===== config.mk =====
export PLATFORM = sky130hd
export DESIGN_NAME = prio_flop_pipe
export DESIGN_NICKNAME = d
export VERILOG_FILES = /design/src/rtl/prio_flop_pipe.sv
export SDC_FILE = /design/constraint.sdc
export NUM_CORES = 1
export LEC_CHECK = 0
export CORE_UTILIZATION = 46
export DETAILED_ROUTE_END_ITERATION = 12
export GPL_ROUTABILITY_DRIVEN = 0
export GPL_TIMING_DRIVEN = 1
export PLACE_DENSITY = 0.9
export SLEW_MARGIN = 30
export SYNTH_ARGS = -nofsm -noshare
export SYNTH_HDL_FRONTEND = slang
export SYNTH_SLANG_ARGS = --single-unit

===== constraint.sdc =====
create_clock -name clk -period 3.7 [get_ports clk]
set_clock_uncertainty 0.15 [all_clocks]
set_input_delay 0.37 -clock clk [delete_from_list [all_inputs] [get_ports clk]]
set_output_delay 0.37 -clock clk [all_outputs]
set_load 0.05 [all_outputs]

===== src/rtl/prio_flop_pipe.sv =====
// prio_flop_pipe: multi-writer register pipeline with a valid/ready handshake
// at both ends. Concurrent writes resolve so that the highest-index enabled
// port wins. Each stage tracks its own valid bit. A full pipe refuses writes,
// and every refused write is counted in a saturating drop counter. A
// synchronous clear empties the pipe and zeroes the counter.
module prio_flop_pipe #(
  parameter int SIZE   = 1,
  parameter int DEPTH  = 2,
  parameter int NPORTS = 3,
  parameter int CNTW   = 8
) (
  input  logic                     clk,
  input  logic                     rst_n,
  input  logic                     sclr,
  input  logic [NPORTS-1:0]        wr_en,
  input  logic [NPORTS*SIZE-1:0]   wr_data,
  output logic                     in_ready,
  output logic [SIZE-1:0]          q,
  output logic                     q_valid,
  input  logic                     q_ready,
  output logic [CNTW-1:0]          drop_cnt
);

  // Increment that holds at all-ones instead of wrapping.
  function automatic logic [CNTW-1:0] sat_inc(input logic [CNTW-1:0] c);
    if (&c) return c;
    return c + 1'b1;
  endfunction

  // Stage state.
  logic [DEPTH-1:0] v_q;
  logic [DEPTH-1:0] v_d;
  logic [SIZE-1:0]  d_q [DEPTH];
  logic [SIZE-1:0]  d_d [DEPTH];
  logic [CNTW-1:0]  cnt_q;
  logic [CNTW-1:0]  cnt_d;

  // Handshake and write-resolution signals.
  logic [DEPTH-1:0] adv;
  logic             any_wr;
  logic [SIZE-1:0]  sel_data;
  logic             load0;

  // Priority write select: later (higher-index) ports overwrite earlier ones,
  // so the highest enabled port ends up in sel_data.
  always_comb begin
    sel_data = '0;
    for (int p = 0; p < NPORTS; p++) begin
      if (wr_en[p]) sel_data = wr_data[p*SIZE +: SIZE];
    end
    any_wr = |wr_en;
  end

  // Advance chain is built from the output back to the input. It depends
  // only on valid bits and q_ready and never on the write request, so
  // in_ready has no path from wr_en or wr_data.
  always_comb begin
    adv = '0;
    adv[DEPTH-1] = v_q[DEPTH-1] & q_ready;
    for (int i = DEPTH-2; i >= 0; i--) begin
      adv[i] = v_q[i] & (~v_q[i+1] | adv[i+1]);
    end
    in_ready = ~v_q[0] | adv[0];
    load0    = any_wr & in_ready;
  end

  // Next-state for stages and drop counter. Data moves only on a load, so a
  // stage that drains keeps its stale contents. sclr overrides everything.
  always_comb begin
    v_d   = v_q;
    cnt_d = cnt_q;
    for (int i = 0; i < DEPTH; i++) d_d[i] = d_q[i];

    if (load0) begin
      v_d[0] = 1'b1;
      d_d[0] = sel_data;
    end else if (adv[0]) begin
      v_d[0] = 1'b0;
    end

    for (int i = 1; i < DEPTH; i++) begin
      if (adv[i-1]) begin
        v_d[i] = 1'b1;
        d_d[i] = d_q[i-1];
      end else if (adv[i]) begin
        v_d[i] = 1'b0;
      end
    end

    if (any_wr && !in_ready) cnt_d = sat_inc(cnt_q);

    if (sclr) begin
      v_d   = '0;
      cnt_d = '0;
      for (int i = 0; i < DEPTH; i++) d_d[i] = '0;
    end
  end

  // State registers. Reset clears data as well as control, so q reads zero
  // both during reset and right after it.
  always_ff @(posedge clk or negedge rst_n) begin
    if (!rst_n) begin
      v_q   <= '0;
      cnt_q <= '0;
      for (int i = 0; i < DEPTH; i++) d_q[i] <= '0;
    end else begin
      v_q   <= v_d;
      cnt_q <= cnt_d;
      for (int i = 0; i < DEPTH; i++) d_q[i] <= d_d[i];
    end
  end

  assign q        = d_q[DEPTH-1];
  assign q_valid  = v_q[DEPTH-1];
  assign drop_cnt = cnt_q;

endmodule

==> results.txt <==
----------------------------------------------------
[Die]
  Die footprint ... roughly 1500 sq um
  Starting utilization of the core area ... 0.522
  Chip Width ... approximately 38 microns
  IO Pins ... 21
  Count of standard-cell rows ... 12
  Die height ... between 30 and 40 microns
  Core Area ... between 1000 and 1500 sq um

[Worst setup path]
  Worst Path Max Fanout ... 4
  Number of cells on the critical path ... 4
  Critical path endpoint category ... output pin
  Worst-path cell with the longest stage delay ... sky130_fd_sc_hd__clkdlybuf4s50_1
  Sequence of cells on the critical path ... clkdlybuf4s50_1 -> and3b_1 -> inv_1 -> clkdlybuf4s50_1
  Most common cell on crit path ... sky130_fd_sc_hd__clkdlybuf4s50_1
  Worst setup path start ... q_ready
  Capture instance of the worst register-to-register path ... drop_cnt[7]
  Capture point of the critical path ... in_ready
  Critical path buffers and inverters ... 3
  Classification of the worst setup path ... primary input to output pin
  Startpoint of the most critical register-to-register path ... drop_cnt[0]
  Required time of the critical path ... around 3.2 ns
  Data arrival, critical path ... a little over 2 ns
  Worst reg-to-reg setup slack ... approximately 1.8 ns
  Worst path top cell family by delay ... buffers and inverters
  Worst reg-to-reg path cell count ... 5
  Critical Path Source Type ... primary input
  Worst stage delay on the critical path ... approximately 0.81 ns

[Detailed routing]
  Vias per std cell ... 5.83
  Routed vias ... between 500 and 600
  Number of detailed-routing iterations run before antenna repair ... 4
  Total detailed-routing wirelength ... 1490 microns
  Number of design rule violations left after detail routing ... 0
  Initial DRC Count ... 9
  Number of routed nets with antenna violations ... 0
  Average wire per standard cell ... 15.1 microns

[Finish]
  Diode count ... 0
  Post-route core utilization ... 0.724
  Count of fill cells added during filler insertion ... 93
  Final net count ... 98
  Post-layout instance count excluding filler cells ... between 90 and 100
  Area growth from synthesis to final layout ... 38.7%
  Fraction of layout cells with a size suffix above 1 ... 0.0706

[STA]
  Max-slew headroom ... 0.638
  Setup TNS ... 0 ns
  Fraction of the cycle the final worst path needs ... 0.690
  Time the final worst path needs with I/O delays and setup ... approximately 2.6 ns
  Final hold slack ... slightly above 0.3 ns
  Count of final max-slew check failures ... 0
  Final hold viol count ... 0
  Slew at the pin with the worst max-slew slack ... approximately 0.54 ns
  Setup repair after global routing missed its margin ... false
  Final-report setup violation count ... 0
  Max frequency ... approximately 0.39 GHz

[Global routing]
  Largest net degree at the start of global routing ... 13
  Global router's overall resource usage ... 0.256
  Initial antenna violation count ... 0
  Total congestion overflow ... 0
  Global-route wire length before repair ... about 2500 microns
  Number of global-route vias before repair ... about 570

[Hold path]
  Class of the tightest hold or removal check ... primary input to asynchronous set/reset pin

[Clocking]
  Post-CTS Resized ... 0
  Clock latency on the worst-skew pair ... around 0.26 ns
  TritonCTS clock tree ... built
  Buffer cell driving the clock tree root ... sky130_fd_sc_hd__clkbuf_4
  Number of buffers inserted during clock tree synthesis ... 3
  Clock-pin slew reported for the worst setup and hold paths after clock tree synthesis ... about 0.07 ns
  Number of hold-repair buffers added at the cts stage ... 0
  Post-CTS setup buffers ... 0
  Clock sink total ... 12
  H-tree depth ... 1
  Deepest clock path buffer count ... 2

[Synth]
  Number of enable-type register cells in the synthesized netlist ... 0
  Netlist area before placement ... roughly 610 sq um
  Ys flop type ... sky130_fd_sc_hd__dfrtp_1
  Post-synthesis instance total ... 63
  Count of state elements after synthesis ... 12
  Area share of the leading cell type in the synthesized netlist ... 0.491
  Proportion of synthesized chip area in sequential cells ... 0.491
  Library cell with the largest summed area after synthesis ... sky130_fd_sc_hd__dfrtp_1
  Dominant cells by area after synthesis ... sky130_fd_sc_hd__dfrtp_1 (49%), sky130_fd_sc_hd__a21oi_1 (6.5%), sky130_fd_sc_hd__o21ai_0 (4.1%)
  Synthesized area divided by synthesized cell count ... roughly 10 sq um
  Synthesized netlist net count ... 74
  Most numerous cell types in the synthesized netlist ... sky130_fd_sc_hd__dfrtp_1 (12), sky130_fd_sc_hd__a21oi_1 (8), sky130_fd_sc_hd__nor2_1 (6)
  Async set-or-reset flop fraction in the synthesized netlist ... 1.00
  Synth warn ... 0
  Number of distinct library cell variants in the gate-level netlist after synthesis ... 24
  Dominant cell by count in the synthesized netlist ... sky130_fd_sc_hd__dfrtp_1

[Job]
  Reported max-cap violation count ... 0

[Power and ir drop]
  Flop pwr share ... 0.550
  Total leakage power ... approximately 0.35 nW
  Power density relative to cell area ... about 290 nW/um^2
  Net switching power of the design ... approximately 0.000061 W
  Portion of total power attributed to the clock network ... 0.303
  Switching power as a share of total power ... 0.243
  Peak ir drop on the vdd network ... ~0.18 mV
  Comb power frac ... 0.147
  Cell-internal power ... roughly 0.00019 W

[Placed design]
  Count of buffers inserted at the top-level ports ... 20
  Cell count after placement ... 96

[Status]
  Run status ... completed

----------------------------------------------------
-- area by class of cell --
| type | instances | area (sq um) | area share |
|---|---|---|---|
| clock buffer | 3 | 22.5 | 0.0265 |
| inverter | 2 | 7.51 | 0.00885 |
| sequential | 12 | 300 | 0.354 |
| tap | 14 | 17.5 | 0.0206 |
| multi-input combinational | 48 | 300 | 0.354 |
| timing repair buffer | 20 | 200 | 0.236 |
-- cells by family (layout without fill, tap and decap cells) --
logic type / count (synthesis) / count (layout) / synth area share
AOI/OAI and AO/OA: 17 / 17 / 0.166
DFF: 12 / 12 / 0.491
xor gates and xnor gates: 2 / 2 / 0.0286
buffers and inverters: 3 / 25 / 0.0184
muxes: 2 / 2 / 0.0327
adders and majority gates: 1 / 1 / 0.0204
and+or+nand+nor: 26 / 26 / 0.243
-- worst min path at each step --
stage | from | to | depth (start not counted)
final | rst_n | drop_cnt[5] | 1
after global routing | rst_n | q | 1
after CTS | rst_n | q | 1
after detailed placement | q | q | 2
after global placement | v_q[0] | v_q[1] | 2
after floorplan | rst_n | d_q[1] | 0
-- per-stage QoR --
stage	worst slack, ns	power [W]	cell area [sq um]
after detailed placement	1.16	0.000176	826
final	1.15	0.000249	848
after CTS	1.15	0.000250	848
after global routing	1.12	0.000260	848
after floorplan	1.69	0.000156	612
after global placement	1.21	0.000174	826
-- placed cells by master, fill, tap and decap left out, types with 2 or more instances in the layout --
| cell | n |
|---|---|
| sky130_fd_sc_hd__o31ai_1 | 2 |
| sky130_fd_sc_hd__xor2_1 | 2 |
| sky130_fd_sc_hd__or3_1 | 3 |
| sky130_fd_sc_hd__nor2b_1 | 2 |
| sky130_fd_sc_hd__or4_1 | 2 |
| sky130_fd_sc_hd__nor2_1 | 6 |
| sky130_fd_sc_hd__mux2i_1 | 2 |
| sky130_fd_sc_hd__a21oi_1 | 8 |
| sky130_fd_sc_hd__clkdlybuf4s50_1 | 20 |
| sky130_fd_sc_hd__nand2_1 | 2 |
| sky130_fd_sc_hd__clkbuf_4 | 3 |
| sky130_fd_sc_hd__nand3_1 | 4 |
| sky130_fd_sc_hd__inv_1 | 2 |
| sky130_fd_sc_hd__o21ai_0 | 5 |
| sky130_fd_sc_hd__dfrtp_1 | 12 |
-- sequential cells by signal, summed over array words and instances (netlist names) --
signal and count:
drop_cnt 8, v_q 2, d_q 1, q 1
-- metal layers --
| metal | routed length, microns | vias up | share of wire | GRT usage |
|---|---|---|---|---|
| li1 | - | 279 | - | - |
| met1 | 611 | 272 | 0.41 | 0.300 |
| met2 | 805 | 22 | 0.54 | 0.475 |
| met3 | 53 | 4 | 0.035 | 0.0349 |
| met4 | 24 | 0 | 0.016 | 0.0776 |
| met5 | 0 | - | 0 | 0 |
-- power groups by stage --
stage	registers [W]	logic [W]	clock network, W
6_report	0.000137	0.0000365	0.0000754
5_1_grt	0.000137	0.0000393	0.0000835
4_1_cts	0.000137	0.0000367	0.0000764
3_5_place_dp	0.000139	0.0000366	0
3_3_place_gp	0.000139	0.0000356	0
2_1_floorplan	0.000145	0.0000113	0
(Power assumes the default switching activity.)
